## config.mk

```make
export PLATFORM = sky130hd
export DESIGN_NAME = video_line_scheduler_flat
export DESIGN_NICKNAME = d
export VERILOG_FILES = /design/src/rtl/video_line_scheduler_if.sv /design/src/rtl/video_line_scheduler.sv /design/src/flat_wrapper.sv
export SDC_FILE = /design/constraint.sdc
export NUM_CORES = 1
export LEC_CHECK = 0
export ABC_AREA = 1
export CORE_AREA = 2 2 124 78
export CTS_BUF_LIST = sky130_fd_sc_hd__clkbuf_8
export DETAILED_ROUTE_END_ITERATION = 10
export DIE_AREA = 0 0 126 80
export GPL_ROUTABILITY_DRIVEN = 0
export PLACE_DENSITY = 0.6
export SYNTH_ARGS = -nofsm -noshare
export SYNTH_HDL_FRONTEND = slang
export SYNTH_SLANG_ARGS = --single-unit
export TNS_END_PERCENT = 5
```

## constraint.sdc

```tcl
create_clock -name clk -period 2.1 [get_ports clk]
set_clock_uncertainty 0.05 [all_clocks]
set_input_delay 0.21 -clock clk [delete_from_list [all_inputs] [get_ports clk]]
set_output_delay 0.21 -clock clk [all_outputs]
set_load 0.02 [all_outputs]
```

## src/rtl/video_line_scheduler_if.sv

```systemverilog
// Renderer handshake between the line scheduler and the per-line renderer.
//   render_start  scheduler -> renderer  1-cycle request for render_line into render_buf
//   render_abort  scheduler -> renderer  1-cycle pulse: drop the render in progress
//   render_line   scheduler -> renderer  line index, held from request until done/abort
//   render_buf    scheduler -> renderer  target line buffer, held with render_line
//   render_done   renderer -> scheduler  1-cycle pulse: requested line is complete
interface video_line_scheduler_if;
  logic       render_start;
  logic       render_abort;
  logic [8:0] render_line;
  logic       render_buf;
  logic       render_done;

  modport master (
    output render_start,
    output render_abort,
    output render_line,
    output render_buf,
    input  render_done
  );

  modport slave (
    input  render_start,
    input  render_abort,
    input  render_line,
    input  render_buf,
    output render_done
  );
endinterface

```

## src/rtl/video_line_scheduler.sv

```systemverilog
// Ping-pong line-buffer scheduler: requests line N+1 from the renderer while
// the readout drains line N, swaps buffers on every start_of_line, generates
// the readout address and recovers from late renders (underrun).
//   clk, rst              video clock, synchronous active-high reset
//   start_of_screen_i     frame start pulse
//   start_of_line_i       pulse on the last clock of every line
//   end_of_screen_i       pulse on the last clock of the last displayed line
//   next_pixel_i          advance readout address
//   underrun_clr_i        clear underrun_count_o
//   rnd                   renderer handshake (master side)
//   rd_buf_o, rd_addr_o   readout buffer select and pixel address
//   frame_active_o        high between start and end of screen
//   underrun_o            1-cycle pulse per detected underrun
//   underrun_count_o      saturating underrun counter
//
// state  | meaning
// IDLE   | no render outstanding
// RENDER | render_line outstanding (or its request is pending)
// READY  | render_line complete in render_buf
module video_line_scheduler #(
  parameter int PIXELS_PER_LINE = 640,
  parameter int NUM_LINES       = 240,
  parameter int ADDR_W          = 10
) (
  input  logic                   clk,
  input  logic                   rst,
  input  logic                   start_of_screen_i,
  input  logic                   start_of_line_i,
  input  logic                   end_of_screen_i,
  input  logic                   next_pixel_i,
  input  logic                   underrun_clr_i,
  video_line_scheduler_if.master rnd,
  output logic                   rd_buf_o,
  output logic [ADDR_W-1:0]      rd_addr_o,
  output logic                   frame_active_o,
  output logic                   underrun_o,
  output logic [7:0]             underrun_count_o
);

  typedef enum logic [1:0] {IDLE, RENDER, READY} state_t;

  localparam logic [8:0]        LAST_LINE = 9'(NUM_LINES - 1);
  localparam logic [ADDR_W-1:0] ADDR_MAX  = ADDR_W'(PIXELS_PER_LINE - 1);

  state_t            state_q;
  logic [8:0]        line_cnt_q;
  logic              wr_buf_q;
  logic              rd_buf_q;
  logic [ADDR_W-1:0] rd_addr_q;
  logic              frame_active_q;
  logic              start_pend_q;
  logic              render_start_q;
  logic              render_abort_q;
  logic [8:0]        render_line_q;
  logic              render_buf_q;
  logic              underrun_q;
  logic [7:0]        underrun_count_q;

  logic sol_act;
  logic done_ok;
  logic underrun_evt;

  // start_of_line only counts when the frame is live and no higher-priority event is present.
  assign sol_act = start_of_line_i && frame_active_q && !start_of_screen_i && !end_of_screen_i;
  // A render_done arriving with start_of_line is on time; a pending (not yet issued)
  // request cannot be done.
  assign done_ok = (state_q == READY) ||
                   (state_q == RENDER && !start_pend_q && rnd.render_done);
  assign underrun_evt = sol_act && (state_q == RENDER) && !done_ok;

  // Whenever an abort is needed, the follow-up request is deferred one cycle through
  // start_pend_q so render_start and render_abort never coincide.
  always_ff @(posedge clk) begin
    if (rst) begin
      state_q        <= IDLE;
      line_cnt_q     <= '0;
      wr_buf_q       <= 1'b0;
      rd_buf_q       <= 1'b0;
      rd_addr_q      <= '0;
      frame_active_q <= 1'b0;
      start_pend_q   <= 1'b0;
      render_start_q <= 1'b0;
      render_abort_q <= 1'b0;
      render_line_q  <= '0;
      render_buf_q   <= 1'b0;
      underrun_q     <= 1'b0;
    end else begin
      render_start_q <= 1'b0;
      render_abort_q <= 1'b0;
      underrun_q     <= 1'b0;

      if (start_of_screen_i) begin
        frame_active_q <= 1'b1;
        line_cnt_q     <= '0;
        wr_buf_q       <= 1'b0;
        state_q        <= RENDER;
        if (state_q == RENDER) begin
          render_abort_q <= 1'b1;
          start_pend_q   <= 1'b1;
        end else begin
          start_pend_q   <= 1'b0;
          render_start_q <= 1'b1;
          render_line_q  <= '0;
          render_buf_q   <= 1'b0;
        end
      end else if (end_of_screen_i) begin
        frame_active_q <= 1'b0;
        start_pend_q   <= 1'b0;
        state_q        <= IDLE;
        if (state_q == RENDER) render_abort_q <= 1'b1;
      end else if (sol_act && done_ok) begin
        rd_buf_q     <= wr_buf_q;
        wr_buf_q     <= ~wr_buf_q;
        start_pend_q <= 1'b0;
        if (line_cnt_q < LAST_LINE) begin
          line_cnt_q     <= line_cnt_q + 9'd1;
          render_start_q <= 1'b1;
          render_line_q  <= line_cnt_q + 9'd1;
          render_buf_q   <= ~wr_buf_q;
          state_q        <= RENDER;
        end else begin
          state_q <= IDLE;
        end
      end else if (underrun_evt) begin
        // Readout repeats the previous line; the late line is skipped.
        underrun_q     <= 1'b1;
        render_abort_q <= 1'b1;
        line_cnt_q     <= line_cnt_q + 9'd1;
        if (line_cnt_q < LAST_LINE) begin
          start_pend_q <= 1'b1;
        end else begin
          start_pend_q <= 1'b0;
          state_q      <= IDLE;
        end
      end else if (start_pend_q) begin
        start_pend_q   <= 1'b0;
        render_start_q <= 1'b1;
        render_line_q  <= line_cnt_q;
        render_buf_q   <= wr_buf_q;
      end else if (state_q == RENDER && rnd.render_done) begin
        state_q <= READY;
      end

      if (start_of_screen_i || sol_act) begin
        rd_addr_q <= '0;
      end else if (next_pixel_i && frame_active_q && rd_addr_q != ADDR_MAX) begin
        rd_addr_q <= rd_addr_q + ADDR_W'(1);
      end
    end
  end

  always_ff @(posedge clk) begin
    if (rst || underrun_clr_i) begin
      underrun_count_q <= '0;
    end else if (underrun_evt && underrun_count_q != 8'hFF) begin
      underrun_count_q <= underrun_count_q + 8'd1;
    end
  end

  assign rnd.render_start = render_start_q;
  assign rnd.render_abort = render_abort_q;
  assign rnd.render_line  = render_line_q;
  assign rnd.render_buf   = render_buf_q;
  assign rd_buf_o         = rd_buf_q;
  assign rd_addr_o        = rd_addr_q;
  assign frame_active_o   = frame_active_q;
  assign underrun_o       = underrun_q;
  assign underrun_count_o = underrun_count_q;

endmodule

```

## src/flat_wrapper.sv

```systemverilog
// flat-port wrapper written by rule: the top's interface ports become plain ports
module video_line_scheduler_flat 
#(
  parameter int PIXELS_PER_LINE = 640,
  parameter int NUM_LINES       = 240,
  parameter int ADDR_W          = 10
)
  (clk, rst, start_of_screen_i, start_of_line_i, end_of_screen_i, next_pixel_i, underrun_clr_i, rd_buf_o, rd_addr_o, frame_active_o, underrun_o, underrun_count_o, rnd_render_start, rnd_render_abort, rnd_render_line, rnd_render_buf, rnd_render_done);
  video_line_scheduler_if rnd_i ();
  input  logic clk;
  input  logic rst;
  input  logic start_of_screen_i;
  input  logic start_of_line_i;
  input  logic end_of_screen_i;
  input  logic next_pixel_i;
  input  logic underrun_clr_i;
  output logic rd_buf_o;
  output logic [ADDR_W-1:0] rd_addr_o;
  output logic frame_active_o;
  output logic underrun_o;
  output logic [7:0] underrun_count_o;
  output wire logic [$bits(rnd_i.render_start)-1:0] rnd_render_start;
  output wire logic [$bits(rnd_i.render_abort)-1:0] rnd_render_abort;
  output wire logic [$bits(rnd_i.render_line)-1:0] rnd_render_line;
  output wire logic [$bits(rnd_i.render_buf)-1:0] rnd_render_buf;
  input wire logic [$bits(rnd_i.render_done)-1:0] rnd_render_done;
  assign rnd_render_start = rnd_i.render_start;
  assign rnd_render_abort = rnd_i.render_abort;
  assign rnd_render_line = rnd_i.render_line;
  assign rnd_render_buf = rnd_i.render_buf;
  assign rnd_i.render_done = rnd_render_done;
  video_line_scheduler #(.PIXELS_PER_LINE(PIXELS_PER_LINE), .NUM_LINES(NUM_LINES), .ADDR_W(ADDR_W)) u_core (.clk(clk), .rst(rst), .start_of_screen_i(start_of_screen_i), .start_of_line_i(start_of_line_i), .end_of_screen_i(end_of_screen_i), .next_pixel_i(next_pixel_i), .underrun_clr_i(underrun_clr_i), .rnd(rnd_i), .rd_buf_o(rd_buf_o), .rd_addr_o(rd_addr_o), .frame_active_o(frame_active_o), .underrun_o(underrun_o), .underrun_count_o(underrun_count_o));
endmodule
```

; Word-level counts from Yosys, hierarchy flattened
; Cells that the tools add are included.
[word_totals]
wordCells = 109
out_inout_bits = 33
regBits = 46
in_bits = 8
[classes]
eq_ne = 13
bitwise_logic = 3
muxes = 42
addsub = 3
magnitude_cmp = 1
n_reduce_logical = 33
[ops]
columns = operator, count
row1 = $mux W9, 9
row2 = $mux W1, 28
row3 = $logic_and A1 B1 Y1, 12
row4 = $ne A3 B3 Y1 const B, 4
row5 = $reduce_and A3 Y1, 4
row6 = $add A10 B1 Y10 const B, 1
row7 = $mux W2, 5
row8 = $ne A10 B10 Y1 const B, 1
row9 = $ne A5 B5 Y1 const B, 2
row10 = $add A9 B1 Y9 const B, 1
row11 = $lt A9 B8 Y1 const B, 1
row12 = $add A8 B1 Y8 const B, 1
row13 = $ne A8 B8 Y1 const B, 1
row14 = $ne A2 B2 Y1 const B, 3
row15 = $reduce_bool A3 Y1, 2
row16 = $reduce_and A5 Y1, 1
row17 = $reduce_bool A5 Y1, 1
row18 = $logic_not A1 Y1, 4
row19 = $reduce_bool A2 Y1, 2
row20 = $reduce_or A2 Y1, 2
row21 = $logic_or A1 B1 Y1, 3
row22 = $not A1 Y1, 3
row23 = $reduce_or A3 Y1, 1
row24 = $eq A2 B1 Y1 const B, 1
row25 = other kinds (2), 2

; Depth between registers and ports, before layout
; Gate-level depths: netlist of run 1.
[depth]
ltp_word = 10
mapped_depth = 12
mapped_depth_nobuf = 11

; Worst setup path before layout of run 1
; OpenSTA, ideal clock, no wires.
[synth_timing]
path_kind = reg-to-reg
from = register u_core.rd_addr_q[0], in the netlist u_core.rd_addr_o[0]
to = register u_core.rd_addr_q[0], in the netlist u_core.rd_addr_o[0]
path_buffers = 1
t_required_ns = 1.980
path_stages_with_launch = 9
arrival_ns = 1.555
synth_period_minus_slack_ns = 1.675
setup_ns = 0.070
path_slack_ns = 0.425
path_cell_list = dfxtp_1 > ha_1 > inv_1 > nor4_1 > nand2_1 > nand2_1 > buf_2 > o21ai_0 > a21oi_1
[synth_between]
elab_chain_len = 2
word_cells_on_any_way = 3
cone_classes = 1 x add/sub / 1 x eq/ne / 1 x reduce/logical
[synth_rtl]
columns = element, line_no
row1 = "start, declared", video_line_scheduler.sv:49  ; logic [ADDR_W-1:0] rd_addr_q;
row2 = "start signal, assigned", video_line_scheduler.sv:147  ; rd_addr_q <= rd_addr_q + ADDR_W'(1);
row3 = "parallel branches: the longest is 2 deep, another holds $add A10 B1 Y10", --
; Parallel ways; which one is timed is not known.
; A chain may end at the register's enable or synchronous reset.

; Worst setup path after layout of run 1
[layout_timing]
from = register u_core.state_q[0]
to = register u_core.line_cnt_q[3]
[layout_between]
elab_chain_len = 8
word_cells_on_any_way = 13
cone_classes = 3 x eq/ne / 1 x mux / 9 x reduce/logical
[layout_rtl]
columns = element, line_no
row1 = "start, declared", video_line_scheduler.sv:45  ; state_t state_q;
row2 = "start signal, assigned", video_line_scheduler.sv:75  ; state_q <= IDLE;
row3 = "start signal, assigned", video_line_scheduler.sv:96  ; state_q <= RENDER;
row4 = "start signal, assigned", video_line_scheduler.sv:109  ; state_q <= IDLE;
row5 = $eq A2 B1 Y1, "video_line_scheduler.sv:68, video_line_scheduler.sv:69"
row6 = $logic_and A1 B1 Y1 (2 in a row), video_line_scheduler.sv:68  ; (state_q == RENDER && !start_pend_q && rnd.render_done);
row7 = $logic_or A1 B1 Y1, video_line_scheduler.sv:67  ; assign done_ok = (state_q == READY) ||
row8 = $logic_not A1 Y1, video_line_scheduler.sv:69  ; assign underrun_evt = sol_act && (state_q == RENDER) && !done_ok;
row9 = $logic_and A1 B1 Y1, video_line_scheduler.sv:69
row10 = $reduce_bool A2 Y1 (no line), --
row11 = $reduce_and A3 Y1 (no line), --
row12 = "end signal, assigned", video_line_scheduler.sv:116  ; line_cnt_q <= line_cnt_q + 9'd1;
row13 = "end signal, assigned", video_line_scheduler.sv:128  ; line_cnt_q <= line_cnt_q + 9'd1;
row14 = "end, declared", video_line_scheduler.sv:46  ; logic [8:0] line_cnt_q;
; Parallel ways exist; a longest one is shown, timed or not.

==> results.md, run 1 <==
- Via-per-instance ratio: roughly 4.6
- Initial DRT Pass Iterations: 4
- Die width: ~130 um
- Commonest cells after routing, fill and taps aside: nand2_1 (96), inv_1 (52), dfxtp_1 (46), nor2_1 (42), clkdlybuf4s50_1 (40)
- Sink Count: 46
- Clock Latency Late Sink: between 0.3 and 0.4 ns
- Number of max-cap violations: 0
- Adder-cell area share of the yosys netlist: around 1.4%
- Layout cells sized above 1: ~11%
- Most frequently used flop master after synthesis: dfxtp_1
- DRC errors left: 0
- Top cell type by total area after synthesis: dfxtp_1
- Final #Nets: about 440
- Synthesis-to-layout area growth: 25.30%
- Syn_area_per_cell: approximately 6.9 sq um
- Relative slew slack: 72.66%
- Yosys cell types: 32
- Number of enable flip-flop cells after synthesis: 0
- Critical path class: flop to flop
- Register share of total power: between 50% and 60%
- Via count: between 2000 and 2500
- Synth area leaders: dfxtp_1 (35%), nand2_1 (14%), inv_1 (7.5%)
- PostCTS Resize Cnt: 0
- CTS tree: yes
- Port buffer count: 40
- Mux cell area share after synthesis: 0%
- Critical Path Start Type: flop
- Antenna Diode Count: 0
- RSZ-0062 raised after global routing: no
- Initial antenna violation count: 0
- DRT Wirelength: 6.328 mm
- 1st-iter DRT viols: approximately 180
- Fin. max-slew vios: 0
- Clk buf depth: 2
- Syn Nets: ~390
- Largest family of logic cells by synthesized area: simple AND/OR/NAND/NOR gates
- Worst min path class: flop to flop
- Die H: approximately 80 um
- Logic pwr share: a little under an eighth
- CTS root buf: clkbuf_8
- Net Sw Frac: 25.43%
- # fillers: 963
- Commonest non-fill, non-tap cell in the layout: nand2_1
- Least-Margin Pin Slew: between 0.4 and 0.5 ns
- Crit Path Max Fanout: 17
- Die ar.: slightly above 10000 sq um
- CTS H-Tree Depth: 2
- Clock share of power: a little under two fifths
- VDD IR-drop max: around 0.00025 V
- Number of placed I/O pins: 41
- Synth warn: 0
- Num CTS Buffers: 5
- Fin crit period: ~1.8 ns
- Pin count of the biggest net entering global routing: 22
- Worst setup EP type: flop
- Core ar.: 8919 sq um
- WP data arrival: about 2.0 ns
- Reg-to-Reg Start: u_core.state_q[0]$_SDFFE_PP0P_
- Overflow after GRT: 0
- NetSw: about 0.00045 W
- Worst Hold Launch: u_core.rd_buf_o$_SDFFE_PP0P_
- Fin crit share: 86.78%
- FFs w/ async S/R, synth: 0%
- Antenna Nets Post-Route: 0
- Final hold violation count: 0
- Initial Utilization: around 29%
- Compound-cell area share of the yosys netlist: roughly an eighth
- Worst setup startpoint: u_core.state_q[0]$_SDFFE_PP0P_
- PwrDens: roughly 540 nW/um^2
- Rows: 27
- Leakage: ~1.3 nW
- Final core utilization: 36.69%
- Post-synthesis cell area: between 2000 and 3000 sq um
- Status: finished, final reports clean
- Tot GR Track Use: around an eighth
- Crit path required time: roughly 2.3 ns
- Final setup fails: 0
- Vias in the first global route: 2207
- Post-DP HPWL: between 4 and 5 mm
- Area fraction of the dominant cell type after synthesis: about a third
- Post-synthesis simple-gate area fraction: roughly a third
- Post-Synth XOR/XNOR Area: under 10%
- Register area share after synthesis: a little over a third
- Postcts setup bufs: 0
- CTS clk-pin slew, worst paths: approximately 0.090 ns
- Internal: about 0.0013 W
- #FFs+latches synth: 46
- Total Neg Setup Slack: 0 ns
- Synth Instances: about 380
- Fmax: between 500 and 600 MHz
- Global-route wire length before repair: 10.51 mm
- # hold bufs at CTS: 0
- WL per Instance: between 10 and 15 um
-- kinds of logic after synthesis --
kind of cell,count (synthesis)
flops,46
simple gates,187
xor+xnor,12
buf+inv,65
fa+ha+maj,3
compound gates,64
-- power by group through the flow --
stage	sequential [W]	clock (W)	combinational [W]
after floorplan	0.000943	0	0.000106
after global placement	0.000925	0	0.000207
after detailed placement	0.000925	0	0.000208
after CTS	0.000905	0.000667	0.000210
after global routing	0.000908	0.000698	0.000229
final	0.000904	0.000647	0.000210
-- sequential cells by signal, indices dropped and copies added, names as in the netlist --
signal	count
u_core.rnd.render_line	9
u_core.start_pend_q	1
u_core.wr_buf_q	1
u_core.rd_buf_o	1
u_core.line_cnt_q	9
u_core.rnd.render_buf	1
u_core.rnd.render_start	1
u_core.rd_addr_o	10
u_core.rnd.render_abort	1
u_core.state_q	2
u_core.underrun_o	1
u_core.frame_active_o	1
u_core.underrun_count_o	8
-- through the flow --
| step | worst slack, ns | hold slack (ns) | total power [W] | area, sq um | instances |
|---|---|---|---|---|---|
| after floorplan | 0.4251 | 0.2291 | 0.001049 | 2611 | 377 |
| after global placement | 0.1094 | 0.4193 | 0.001132 | 3162 | 533 |
| after detailed placement | 0.07672 | 0.4299 | 0.001134 | 3162 | 533 |
| after CTS | 0.3008 | 0.4450 | 0.001782 | 3272 | 541 |
| after global routing | 0.1329 | 0.4799 | 0.001836 | 3272 | 541 |
| final | 0.2777 | 0.4380 | 0.001761 | 3272 | 541 |
-- synth_stat cells, types with 3 or more instances --
cell and n:
nand2_1 96, inv_1 52, dfxtp_1 46, nor2_1 42, a21oi_1 37, o21ai_0 16, nand3_1 14, nand3_2 10
xor2_1 10, buf_6 6, nand2_4 5, nor3_1 5, nand4_1 4, o21ai_1 4, buf_2 3, ha_1 3
nor4_1 3
-- critical path: stages, from the launching register on --
cell and delay, ns:
dfxtp_1 0.33, inv_1 0.07, nor2_2 0.18, nand3_2 0.19
nand2_1 0.12, nand2_2 0.11, buf_12 0.17, nand2_1 0.10
nand2_4 0.12, inv_1 0.12, nand2_1 0.06, a21oi_1 0.13
-- final timing paths --
kind	to	cells past startpoint	slack (ns)
hold reg to reg	u_core.rd_buf_o$_SDFFE_PP0P_	2	0.44
setup reg to reg	u_core.line_cnt_q[3]$_SDFFE_PP0P_	11	0.28
hold / removal	u_core.rd_buf_o$_SDFFE_PP0P_	2	0.44
setup / recovery	u_core.line_cnt_q[3]$_SDFFE_PP0P_	11	0.28
-- layer usage --
metal,global-route usage [%],vias to the layer above,share of wire (%)
met1,19.31,1137,56
met4,4.286,0,1.3
li1,-,1290,-
met5,0,-,0
met2,17.74,44,39
met3,3.552,9,4.1
-- cell type report --
class	count	area (sq um)	area share [%]
well taps	116	145.1	4.436
flip-flops and latches	46	920.9	28.15
inverters	54	203.9	6.233
multi-input cells	266	1396	42.68
repair buffers	51	495.5	15.14
clock buffers	8	110.1	3.365
No activity file was read; power rests on OpenSTA's default activity.
==> run 2: changes to the inputs <==
SKIP_LAST_GASP = 1   (was default)
==> results of run 2 <==
No change in the layout: final DEF, timing and power equal those of run 1.
==> run 3: changes to the inputs <==
CORE_AREA = 2 2 74 129   (was 2 2 124 78)
DIE_AREA = 0 0 76 131   (was 0 0 126 80)
==> results.md, run 3 (synthesis results as in run 1) <==
- Commonest non-fill, non-tap cell in the layout: nand2_1
- Initial antenna violation count: 0
- Max reg flops: 10
- Crit Path Max Fanout: 21
- Critical Path Start Type: flop
- Sink Count: 46
- Post-DP HPWL: a little under 5 mm
- Fin crit share: a little over four fifths
- DRT Wirelength: about 6.2 mm
- Port buffer count: 40
- CTS clk-pin slew, worst paths: about 0.09 ns
- Worst-path cell chain: nand2_1, nor2_2, o21ai_1, nand2_1, nand2_4, nand3_4, a21oi_1, nor2_1
- CTS root buf: clkbuf_8
- Critical path class: flop to flop
- R2R setup slack: between 0.3 and 0.4 ns
- Leakage: ~1.3 nW
- Status: finished, final reports clean
- Global-route wire length before repair: ~10 mm
- Die width: between 70 and 80 um
- Fin crit period: between 1.5 and 2 ns
- CTS H-Tree Depth: 2
- DRC errors left: 0
- Final #Nets: 435
- 1st-iter DRT viols: 150
- WL per Instance: between 10 and 15 um
- Fmax: ~570 MHz
- Placed Instances: between 500 and 600
- Number of max-cap violations: 0
- Via count: roughly 2500
- Commonest cells after routing, fill and taps aside: nand2_1 (96), inv_1 (52), dfxtp_1 (46), nor2_1 (42), clkdlybuf4s50_1 (40)
- Overflow after GRT: 0
- Postcts setup bufs: 0
- Relative slew slack: roughly three quarters
- Die ar.: 9956 sq um
- Clk buf depth: 2
- Initial Utilization: between 20% and 30%
- Number of placed I/O pins: 41
- RSZ-0062 raised after global routing: no
- CP delay by family, top: simple AND/OR/NAND/NOR gates
- Clock Latency Late Sink: a little over 0.3 ns
- Total Neg Setup Slack: 0 ns
- Fin. max-slew vios: 0
- CTS tree: yes
- Most common cell on crit path: nand2_1
- Pin count of the biggest net entering global routing: 22
- Final setup fails: 0
- Tot GR Track Use: between 10% and 20%
- Rows: 46
- Place WS: roughly 0.08 ns
- Least-Margin Pin Slew: 0.3942 ns
- Num CTS Buffers: 5
- Antenna Nets Post-Route: 0
- Initial DRT Pass Iterations: 4
- PwrDens: 520.0 nW/um^2
- Crit path required time: ~2.3 ns
- Worst path slowest cell: dfxtp_1
- Worst min path class: flop to flop
- Crit path largest cell delay: 0.36 ns
- Non-filler cells, final: between 500 and 600
- Die H: around 130 um
- Via-per-instance ratio: ~4.5
- Layout cells sized above 1: between 10% and 20%
- Antenna Diode Count: 0
- Vias in the first global route: between 2000 and 2500
- Final hold slack: between 0.4 and 0.5 ns
- CP bufs+invs: 0
- PostCTS Resize Cnt: 0
- VDD IR-drop max: roughly 0.00021 V
- WP data arrival: around 1.9 ns
- Post-route worst setup slack: 0.3341 ns
- # hold bufs at CTS: 0
- Synthesis-to-layout area growth: 24.92%
- Worst setup EP type: flop
- Core ar.: a little under 9000 sq um
- Final hold violation count: 0
==> run 3: changes by cell type in the layout (fill, tap and decap cells not counted) <==
cell,before,now
clkbuf_8,8,6
clkinvlp_4,0,1
clkinv_2,1,2
==> run 3: area by class of cell <==
type / count / area, sq um
Fill cell: 973 / 5659
Multi-Input combinational cell: 266 / 1396
Sequential cell: 46 / 920.9
Timing Repair Buffer: 51 / 495.5
Inverter: 54 / 203.9
Tap cell: 120 / 150.1
Clock buffer: 6 / 82.58
Clock inverter: 2 / 12.51
==> run 3: routing by layer <==
metal / GRT usage (%) / share of wire, % / vias to the layer above
met3: 3.159 / 4.7 / 10
met2: 25.21 / 55 / 61
li1: - / - / 1291
met1: 12.56 / 38 / 1102
met4: 7.059 / 2.4 / 0
met5: 0 / 0 / -
==> run 3: metrics by stage <==
stage / total power [W] / area, sq um / util [%]
2_1_floorplan: 0.001049 / 2611 / -
3_3_place_gp: 0.001131 / 3167 / 35.50
3_5_place_dp: 0.001132 / 3167 / 35.50
4_1_cts: 0.001715 / 3262 / 36.56
5_1_grt: 0.001782 / 3262 / 36.56
6_report: 0.001696 / 3262 / 36.56
==> run 3: where the power goes <==
part           internal [W]  total (W)  switching (W)
clock network      0.000265   0.000586       0.000321
registers          0.000891   0.000904      0.0000123
logic             0.0000886   0.000206       0.000118
total               0.00125    0.00170       0.000451
==> run 3: path summary, 6_finish.rpt <==
kind / startpoint / cells after the start / endpoint
setup reg to reg: u_core.line_cnt_q[2]$_SDFFE_PP0P_ / 8 / u_core.rnd.render_line[8]$_SDFFE_PP0P_
setup / recovery: u_core.line_cnt_q[2]$_SDFFE_PP0P_ / 8 / u_core.rnd.render_line[8]$_SDFFE_PP0P_
hold reg to reg: u_core.rd_buf_o$_SDFFE_PP0P_ / 2 / u_core.rd_buf_o$_SDFFE_PP0P_
hold / removal: u_core.rd_buf_o$_SDFFE_PP0P_ / 2 / u_core.rd_buf_o$_SDFFE_PP0P_
==> run 3: worst min-delay path, stage by stage (launching register included) <==
cell	delay, ns
dfxtp_1	0.32
nand2_1	0.06
a21oi_1	0.06
